===== src/rtl/ir_fetch_ctrl_if.sv =====
// Fetch-controller bus: cache address/data, decode handshake, redirect and halt control.
// Decode handshake: a word moves when inst_valid & inst_ready are both high at posedge;
// inst/inst_pc hold steady while inst_valid=1 and inst_ready=0.
interface ir_fetch_ctrl_if #(
  parameter int WORD_WIDTH = 32
);
  logic [WORD_WIDTH-1:0] ir_addr;
  logic [WORD_WIDTH-1:0] ir_data;
  logic [WORD_WIDTH-1:0] inst;
  logic [WORD_WIDTH-1:0] inst_pc;
  logic                  inst_valid;
  logic                  inst_ready;
  logic                  redirect_valid;
  logic [WORD_WIDTH-1:0] redirect_pc;
  logic                  halt;
  logic                  halted;

  modport master (
    output ir_addr, inst, inst_pc, inst_valid, halted,
    input  ir_data, inst_ready, redirect_valid, redirect_pc, halt
  );

  modport slave (
    input  ir_addr, inst, inst_pc, inst_valid, halted,
    output ir_data, inst_ready, redirect_valid, redirect_pc, halt
  );
endinterface


===== src/rtl/ir_fetch_ctrl.sv =====
// Instruction-fetch sequencer: owns the PC, hides the cache's one-cycle read latency
// behind a 2-entry buffer, and handles boot delay, redirects and halt.
module ir_fetch_ctrl #(
  parameter int                    WORD_WIDTH  = 32,
  parameter logic [WORD_WIDTH-1:0] RESET_PC    = '0,
  parameter int                    BOOT_CYCLES = 2
) (
  input  logic              clk,
  input  logic              rst,
  ir_fetch_ctrl_if.master   bus,
  output logic [1:0]        dbg_state
);
  localparam int CW = $clog2(BOOT_CYCLES + 1);

  typedef enum logic [1:0] {
    S_BOOT = 2'd0,
    S_RUN  = 2'd1,
    S_HALT = 2'd2
  } state_e;

  state_e                state_q, state_d;
  logic [CW-1:0]         boot_cnt_q, boot_cnt_d;
  logic [WORD_WIDTH-1:0] pc_q, pc_d;
  logic [WORD_WIDTH-1:0] tag_q, tag_d;
  logic                  inflight_q, inflight_d;
  logic [1:0]            count_q, count_d;
  logic [WORD_WIDTH-1:0] data0_q, data0_d, pc0_q, pc0_d;
  logic [WORD_WIDTH-1:0] data1_q, data1_d, pc1_q, pc1_d;
  logic                  halted_q, halted_d;

  logic                  redirect;
  logic                  push;
  logic                  pop;
  logic                  issue;
  logic [2:0]            occ;

  always_comb begin
    redirect = bus.redirect_valid;
    pop      = (count_q != 2'd0) && !redirect && bus.inst_ready;
    // A redirect squashes the word returning this cycle by simply not pushing it.
    push     = inflight_q && !redirect;
    // Credit: slots already owed (buffered + returning) after this cycle's pop.
    occ      = {1'b0, count_q} + {2'b00, inflight_q} - {2'b00, pop};
    issue    = (state_q == S_RUN) && !redirect && !bus.halt && (occ < 3'd2);

    state_d    = state_q;
    boot_cnt_d = boot_cnt_q;
    case (state_q)
      S_BOOT: begin
        if (boot_cnt_q != '0) boot_cnt_d = boot_cnt_q - CW'(1);
        if (boot_cnt_q <= CW'(1)) state_d = S_RUN;
      end
      S_RUN:   if (!redirect && bus.halt) state_d = S_HALT;
      S_HALT:  if (redirect) state_d = S_RUN;
      default: state_d = S_BOOT;
    endcase
    halted_d = (state_d == S_HALT);

    pc_d       = pc_q;
    tag_d      = tag_q;
    inflight_d = issue;
    if (redirect) begin
      pc_d = bus.redirect_pc & ~(WORD_WIDTH'(3));
    end else if (issue) begin
      pc_d  = pc_q + WORD_WIDTH'(4);
      tag_d = pc_q;
    end

    count_d = count_q;
    data0_d = data0_q;
    pc0_d   = pc0_q;
    data1_d = data1_q;
    pc1_d   = pc1_q;
    if (redirect) begin
      count_d = 2'd0;
    end else begin
      case ({push, pop})
        2'b10: begin
          if (count_q == 2'd0) begin
            data0_d = bus.ir_data;
            pc0_d   = tag_q;
          end else begin
            data1_d = bus.ir_data;
            pc1_d   = tag_q;
          end
          count_d = count_q + 2'd1;
        end
        2'b01: begin
          data0_d = data1_q;
          pc0_d   = pc1_q;
          count_d = count_q - 2'd1;
        end
        2'b11: begin
          if (count_q == 2'd1) begin
            data0_d = bus.ir_data;
            pc0_d   = tag_q;
          end else begin
            data0_d = data1_q;
            pc0_d   = pc1_q;
            data1_d = bus.ir_data;
            pc1_d   = tag_q;
          end
        end
        default: ;
      endcase
    end
  end

  always_ff @(posedge clk or negedge rst) begin
    if (!rst) begin
      state_q    <= S_BOOT;
      boot_cnt_q <= CW'(BOOT_CYCLES);
      pc_q       <= RESET_PC;
      tag_q      <= '0;
      inflight_q <= 1'b0;
      count_q    <= 2'd0;
      data0_q    <= '0;
      pc0_q      <= '0;
      data1_q    <= '0;
      pc1_q      <= '0;
      halted_q   <= 1'b0;
    end else begin
      state_q    <= state_d;
      boot_cnt_q <= boot_cnt_d;
      pc_q       <= pc_d;
      tag_q      <= tag_d;
      inflight_q <= inflight_d;
      count_q    <= count_d;
      data0_q    <= data0_d;
      pc0_q      <= pc0_d;
      data1_q    <= data1_d;
      pc1_q      <= pc1_d;
      halted_q   <= halted_d;
    end
  end

  assign bus.ir_addr    = pc_q;
  assign bus.inst       = data0_q;
  assign bus.inst_pc    = pc0_q;
  assign bus.inst_valid = (count_q != 2'd0) && !redirect;
  assign bus.halted     = halted_q;
  assign dbg_state      = state_q;
endmodule


===== src/flat_wrapper.sv =====
// flat-port wrapper written by rule: the top's interface ports become plain ports
module ir_fetch_ctrl_flat 
#(
  parameter int                    WORD_WIDTH  = 32,
  parameter logic [WORD_WIDTH-1:0] RESET_PC    = '0,
  parameter int                    BOOT_CYCLES = 2
)
  (clk, rst, dbg_state, bus_ir_addr, bus_inst, bus_inst_pc, bus_inst_valid, bus_halted, bus_ir_data, bus_inst_ready, bus_redirect_valid, bus_redirect_pc, bus_halt);
  ir_fetch_ctrl_if #(.WORD_WIDTH(WORD_WIDTH)) bus_i ();
  input  logic clk;
  input  logic rst;
  output logic [1:0] dbg_state;
  output wire logic [$bits(bus_i.ir_addr)-1:0] bus_ir_addr;
  output wire logic [$bits(bus_i.inst)-1:0] bus_inst;
  output wire logic [$bits(bus_i.inst_pc)-1:0] bus_inst_pc;
  output wire logic [$bits(bus_i.inst_valid)-1:0] bus_inst_valid;
  output wire logic [$bits(bus_i.halted)-1:0] bus_halted;
  input wire logic [$bits(bus_i.ir_data)-1:0] bus_ir_data;
  input wire logic [$bits(bus_i.inst_ready)-1:0] bus_inst_ready;
  input wire logic [$bits(bus_i.redirect_valid)-1:0] bus_redirect_valid;
  input wire logic [$bits(bus_i.redirect_pc)-1:0] bus_redirect_pc;
  input wire logic [$bits(bus_i.halt)-1:0] bus_halt;
  assign bus_ir_addr = bus_i.ir_addr;
  assign bus_inst = bus_i.inst;
  assign bus_inst_pc = bus_i.inst_pc;
  assign bus_inst_valid = bus_i.inst_valid;
  assign bus_halted = bus_i.halted;
  assign bus_i.ir_data = bus_ir_data;
  assign bus_i.inst_ready = bus_inst_ready;
  assign bus_i.redirect_valid = bus_redirect_valid;
  assign bus_i.redirect_pc = bus_redirect_pc;
  assign bus_i.halt = bus_halt;
  ir_fetch_ctrl #(.WORD_WIDTH(WORD_WIDTH), .RESET_PC(RESET_PC), .BOOT_CYCLES(BOOT_CYCLES)) u_core (.clk(clk), .rst(rst), .bus(bus_i), .dbg_state(dbg_state));
endmodule

===== config.mk =====
export PLATFORM = sky130hd
export DESIGN_NAME = ir_fetch_ctrl_flat
export DESIGN_NICKNAME = d
export VERILOG_FILES = /design/src/rtl/ir_fetch_ctrl_if.sv /design/src/rtl/ir_fetch_ctrl.sv /design/src/flat_wrapper.sv
export SDC_FILE = /design/constraint.sdc
export NUM_CORES = 1
export LEC_CHECK = 0
export CAP_MARGIN = 40
export CORE_MARGIN = 4
export CORE_UTILIZATION = 52
export CTS_CLUSTER_SIZE = 12
export DETAILED_ROUTE_END_ITERATION = 10
export PLACE_DENSITY = 0.81
export SLEW_MARGIN = 10
export SYNTH_ARGS = -nofsm -noshare
export SYNTH_HDL_FRONTEND = slang
export SYNTH_SLANG_ARGS = --single-unit

===== constraint.sdc =====
create_clock -name clk -period 4.47 [get_ports clk]
set_clock_uncertainty 0.1 [all_clocks]
set_input_delay 0.894 -clock clk [delete_from_list [all_inputs] [get_ports clk]]
set_output_delay 0.894 -clock clk [all_outputs]
set_load 0.01 [all_outputs]

==> metrics.yaml, run 1 <==
status: "complete, no violations"
clkLatencyLatePin_ps: 420
cp_num_buf_inv: 2
cp-end-kind: "register"
crit_type: "reg2reg"
vias: 5797
hp-class: "in2async"
start_util_pct: 53.0
wirelength_microns: 18800
powerDensity_nw_per_um2: 596
cp_top_family: "simple AND/OR/NAND/NOR gates"
ir_drop_uv: 292
yosysSeqAreaShare_pct: 57.1
arrival_ps: 4090
drtPass1Iterations: 4
grt-ovfl-total: 0
grt_max_degree: 115
synth_cell_types: 34
max_stage_delay_ps: 540
crit_required_ps: 4680
grtUsageTotal_pct: 21.3
holdBufCountCts: 0
clock-sinks: 192
setup_viol: 0
synth_flop_cell: "dfrtp_1"
clk_path_buf_depth: 2
antenna_found_initial: 0
h-tree-depth: 4
ys.warnings.count: 0
holdWs_ps: 188
relSlewSlack_pct: 53.5
vias_per_cell: 5.35
core_area_sq_um: 15900
n_antenna_cell: 0
die_width_microns: 135
worstPathMaxFanout: 8
cts-root-buf: "clkbuf_16"
grt_pass1_vias: 6084
netlist_area_sq_um: 8420
route.detailed.wl_per_inst_microns: 17.3
slowest_stage: "nor4b_4"
fmax_mhz: 258
die_h_microns: 135
synth_cells: 703
cts_resized: 0
drcViolationCount: 0
synth-edff-count: 0
place.gp.congestion: 0.824
final-hold-violation-count: 0
grt_pass1_wl_microns: 31000
worst_slew_pin_slew_ps: 696
tns_ps: 0
p_leak_nw: 5.13
nets: 931
final_layout_size_suffix_gt1_share_pct: 11.8
min_period_over_period_pct: 86.8
fp-row-count: 46
die_area_sq_um: 18300
numCtsBuffers: 17
dp_hpwl_microns: 12900
drtIter0Drc: 300
slew_violations: 0
crit_chain: "inv_1 > ha_1 > nor2_1 > nand2_1 > inv_1 > ha_1 > nand2b_1 > fa_1 > nand4bb_2 > nor4b_4 > nand4_1 > xnor2_1 > mux2_2"
ant_nets: 0
start_kind: "register"
tritoncts: "done"
clk_transition_reported_paths_ps: 70
fin_util_pct: 69.0
syn_area_per_cell_sq_um: 12.0
syn_to_final_growth_pct: 30.2
port_buffers: 162
rsz0062_at_grt: "false"
cap_viol_max_count: 0
ys_ff_latch: 192
io_pins: 169
min_period_ps: 3880
post_cts_buffers: 0
postSynth.asyncResetShare_pct: 100
-- cells in the mapped netlist (all sizes together) (2+ instances only) --
| cell | n | area [sq um] |
|---|---|---|
| inv | 7 | 26.3 |
| nand2 | 41 | 154 |
| nand4 | 11 | 68.8 |
| nand3 | 17 | 95.1 |
| clkbuf | 23 | 86.3 |
| nor4 | 5 | 61.3 |
| o21ai | 28 | 140 |
| and2 | 2 | 12.5 |
| mux2i | 65 | 651 |
| ha | 6 | 75.1 |
| mux2 | 95 | 1070 |
| and3 | 3 | 18.8 |
| nor3 | 6 | 30.0 |
| buf | 19 | 110 |
| a211oi | 3 | 22.5 |
| xnor2 | 14 | 123 |
| nor2 | 75 | 282 |
| xor2 | 20 | 175 |
| dfrtp | 191 | 4780 |
| a21oi | 64 | 320 |
-- routing by layer --
metal | vias up | wire [microns] | global-route usage (%)
li1 | 2744 | - | -
met1 | 2861 | 8530 | 29.5
met2 | 172 | 9050 | 34.1
met3 | 20 | 936 | 4.53
met4 | 0 | 263 | 6.44
met5 | - | 0 | 0
-- worst reg2reg max path, stage by stage, from the launching register on --
cell and delay (ps):
dfrtp_1 500, inv_1 110, ha_1 240, nor2_1 260, nand2_1 220, inv_1 100
ha_1 220, nand2b_1 150, fa_1 520, nand4bb_2 170, nor4b_4 540, nand4_1 210
xnor2_1 170, mux2_2 250
-- path summary, 6_finish.rpt --
path                                          end  cells past startpoint               from  slack (ps)
setup / recovery           u_core.bus.ir_addr[31]                     13  u_core.count_q[1]         590
hold / removal                 u_core.bus.inst[7]                      1                rst         190
setup reg to reg           u_core.bus.ir_addr[31]                     13  u_core.count_q[1]         590
hold reg to reg                   u_core.pc1_q[7]                      1    u_core.pc1_q[7]         390
max in group asynchronous        u_core.pc1_q[31]                      3                rst        2960
min in group clk                  u_core.pc1_q[7]                      1    u_core.pc1_q[7]         390
-- layout make-up --
| class | count | area (sq um) |
|---|---|---|
| inverters | 7 | 26.3 |
| repair buffers | 172 | 1770 |
| flip-flops and latches | 192 | 4810 |
| fillers | 1133 | 4930 |
| clock inverters | 15 | 230 |
| clock buffers | 17 | 425 |
| well taps | 216 | 270 |
| multi-input cells | 465 | 3430 |
-- through the flow --
stage	setup slack, ps	instances	cell area (sq um)	power (mW)
after CTS	570	1083	10900	6.59
final	590	1084	11000	6.53
after floorplan	926	706	8430	3.80
after global routing	271	1084	11000	6.91
after global placement	423	1049	10200	4.75
after detailed placement	373	1051	10300	4.89
-- power breakdown --
group	switching (mW)	internal [mW]
registers	0.454	2.39
clock network	0.663	1.00
logic	0.889	1.13
-- cells by family (layout without fill, tap and decap cells) --
| group | count (synthesis) | after routing | share of synthesized area, % |
|---|---|---|---|
| multiplexers | 160 | 160 | 20.4 |
| other | 1 | 4 | 0.0446 |
| AO/OA/AOI/OAI | 96 | 96 | 5.83 |
| buffers and inverters | 49 | 211 | 2.65 |
| AND/OR/NAND/NOR | 164 | 164 | 9.28 |
| flip-flops | 192 | 192 | 57.1 |
| adder cells (fa/ha/maj) | 7 | 7 | 1.13 |
| XOR/XNOR | 34 | 34 | 3.54 |
-- placed cells by master, fill, tap and decap left out, types with 4 or more instances in the layout --
master           instances
dfrtp_1                191
clkdlybuf4s50_1        160
nor2_1                  73
mux2i_1                 65
a21oi_1                 64
mux2_1                  49
mux2_2                  46
nand2_1                 41
o21ai_1                 28
xor2_1                  20
clkbuf_16               17
xnor2_1                 14
nand3_1                 14
nand4_1                 11
inv_1                    7
nor3_1                   6
ha_1                     6
buf_4                    6
bufinv_16                5
conb_1                   4
-- sequential cells by signal, summed over array words and instances (netlist names) --
name                flops
u_core.boot_cnt_q       2
u_core.bus.halted       1
u_core.bus.inst        32
u_core.bus.inst_pc     30
u_core.bus.ir_addr     30
u_core.count_q          2
u_core.data1_q         32
u_core.dbg_state        2
u_core.inflight_q       1
u_core.pc1_q           30
u_core.tag_q           30
Note: power is estimated with default switching activity, not from simulation.
==> inputs of run 2 (changes only) <==
--- a/config.mk
+++ b/config.mk
@@ -6,7 +6,6 @@
 export NUM_CORES = 1
 export LEC_CHECK = 0
 export CAP_MARGIN = 40
-export CORE_MARGIN = 4
 export CORE_UTILIZATION = 52
 export CTS_CLUSTER_SIZE = 12
 export DETAILED_ROUTE_END_ITERATION = 10
==> run 2 against run 1 <==
First-iteration DRC count is 17% higher. Non-clock buffer count fell by 1. Cell count about the same. Worst setup slack got worse by 72 ps. Utilization fell by 0.24 points. Clock power fell by 11%. Power shrank 3.3%. Sequential cell count unchanged. Global-route usage grew 1.2 points. Final area fell by 0.71%. Register-to-register slack worse by 70 ps. Routed wire length fell by 3.4%. Critical endpoint unchanged.
==> metrics.yaml, run 2 (synthesized netlist as in run 1, its figures left out) <==
hp-class: "reg2reg"
core_area_sq_um: 15800  # -0.36%
n_antenna_cell: 0  # unchanged
grt_max_degree: 125  # +8.7%
clkLatencyLatePin_ps: 420  # about the same
layout_common_cells: "dfrtp_1, clkdlybuf4s50_1, nor2_1"
crit_type: "reg2reg"
timing.rr.end: "u_core.bus.ir_addr[31]"
grtUsageTotal_pct: 22.5  # +1.2 points
grt_pass1_vias: 5835  # -4.1%
route.detailed.wl_per_inst_microns: 16.8  # -3.3%
p_leak_nw: 5.08  # -0.95%
mostFrequentLayoutCell: "dfrtp_1"
final_layout_size_suffix_gt1_share_pct: 11.6  # -0.10 points
numCtsBuffers: 17  # unchanged
worst_slew_pin_slew_ps: 805  # +110 ps
vias: 5849  # +0.90%
final-hold-violation-count: 0  # unchanged
cts-root-buf: "clkbuf_16"
cts_resized: 0  # unchanged
place.gp.congestion: 0.878  # +6.6%
tns_ps: 0  # unchanged
worstPathMaxFanout: 9  # +1
arrival_ps: 4160  # +70 ps
ff2ff_setup_slack_ps: 520  # -70 ps
drtIter0Drc: 350  # +17%
antenna_found_initial: 0  # unchanged
start_util_pct: 53.2  # +0.19 points
nets: 930  # -0.11%
clk_transition_reported_paths_ps: 70  # about the same
ant_nets: 0  # unchanged
min_period_ps: 3950  # +72.4 ps
hold_start: "u_core.pc1_q[31]"
die_h_microns: 129  # -4.4%
slew_violations: 0  # unchanged
crit_required_ps: 4680  # about the same
rsz0062_at_grt: "false"
clock-sinks: 192  # unchanged
relSlewSlack_pct: 46.3  # -7.2 points
grt-ovfl-total: 0  # unchanged
ir_drop_uv: 272  # -6.8%
clk_path_buf_depth: 2  # unchanged
drcViolationCount: 0  # unchanged
min_to: "u_core.pc1_q[31]"
start_kind: "register"
syn_to_final_growth_pct: 29.2
die_width_microns: 129  # -4.4%
status: "complete, no violations"
wirelength_microns: 18100  # -3.4%
slowest_stage: "nor4b_4"
io_pins: 169  # unchanged
port_buffers: 162  # unchanged
fp-row-count: 46  # unchanged
die_area_sq_um: 16700  # -8.7%
holdBufCountCts: 0  # unchanged
min_path_cells: 1
grt_pass1_wl_microns: 29200  # -5.8%
cap_viol_max_count: 0  # unchanged
setup_viol: 0  # unchanged
fmax_mhz: 253  # -1.8%
rr_worst_depth: 13  # unchanged
powerDensity_nw_per_um2: 581  # -2.6%
cp-end-kind: "register"
drtPass1Iterations: 4  # unchanged
tritoncts: "done"
dp_hpwl_microns: 12300  # -5.3%
min_period_over_period_pct: 88.4  # +1.6 points
max_stage_delay_ps: 560  # +20 ps
crit_chain: "inv_1 > ha_1 > nor2_1 > nand2_1 > inv_1 > ha_1 > nand2b_1 > fa_1 > nand4bb_2 > nor4b_4 > nand4_1 > xnor2_1 > mux2_2"
h-tree-depth: 4  # unchanged
finalPower_mw: 6.32  # -3.3%
post_cts_buffers: 0  # unchanged
r2r-start: "u_core.count_q[1]"
vias_per_cell: 5.40  # +0.99%
==> run 2: changes by cell type in the layout (fill, tap and decap cells not counted), moves of 2 or more <==
cell        before  now
bufinv_16        5    1
clkbuf_8         1    4
clkinvlp_4       1    3
clkinv_2         3    1
inv_6            3    5
==> run 2: worst max path at each step <==
stage / start / end / slack (ps) / cells after the start
after floorplan: bus_redirect_valid / u_core.tag_q[30] / 930 / 11
after global placement: bus_inst_ready / u_core.bus.ir_addr[31] / 360 / 11
after detailed placement: bus_inst_ready / u_core.bus.ir_addr[28] / 280 / 11
after CTS: u_core.count_q[1] / u_core.bus.ir_addr[31] / 520 / 13
after global routing: u_core.count_q[1] / u_core.bus.ir_addr[28] / 310 / 13
final: u_core.count_q[1] / u_core.bus.ir_addr[31] / 520 / 13
==> run 2: cell type report <==
class	instances	area, sq um
fillers	1115	4950
repair buffers	171	1750
inverters	7	26.3
well taps	216	270
flip-flops and latches	192	4810
multi-input cells	465	3430
clock inverters	12	121
clock buffers	20	467
==> run 2: through the flow <==
stage / std cells / utilization (%) / hold slack, ps / instance area [sq um] / setup slack, ps
finish: 1083 / 68.7 / 391 / 10900 / 518
global route: 1083 / 68.7 / 416 / 10900 / 314
CTS: 1083 / 68.7 / 396 / 10900 / 522
detailed placement: 1051 / 65.0 / 380 / 10300 / 279
global placement: 1049 / 64.7 / 372 / 10200 / 359
floorplan: 706 / - / 364 / 8430 / 926
==> run 2: power breakdown <==
part           total [mW]  switching [mW]  internal [mW]
logic                2.00           0.874           1.13
clock network        1.49           0.660          0.826
registers            2.83           0.433           2.39
total                6.32            1.97           4.35
==> run 2: layer usage <==
layer	vias to the layer above	wire, microns	GRT usage (%)
li1	2751	-	-
met1	2870	8260	31.9
met2	209	8530	35.1
met3	19	1110	3.92
met4	0	243	7.75
met5	-	0	0
==> run 2: worst max-delay path: cells and delay by family (launching register included) <==
family                   cells  cell delay, ps
AND/OR/NAND/NOR              6            1600
adder cells (fa/ha/maj)      3             990
flip-flops                   1             490
multiplexers                 1             260
buffers and inverters        2             220
XOR/XNOR                     1             170
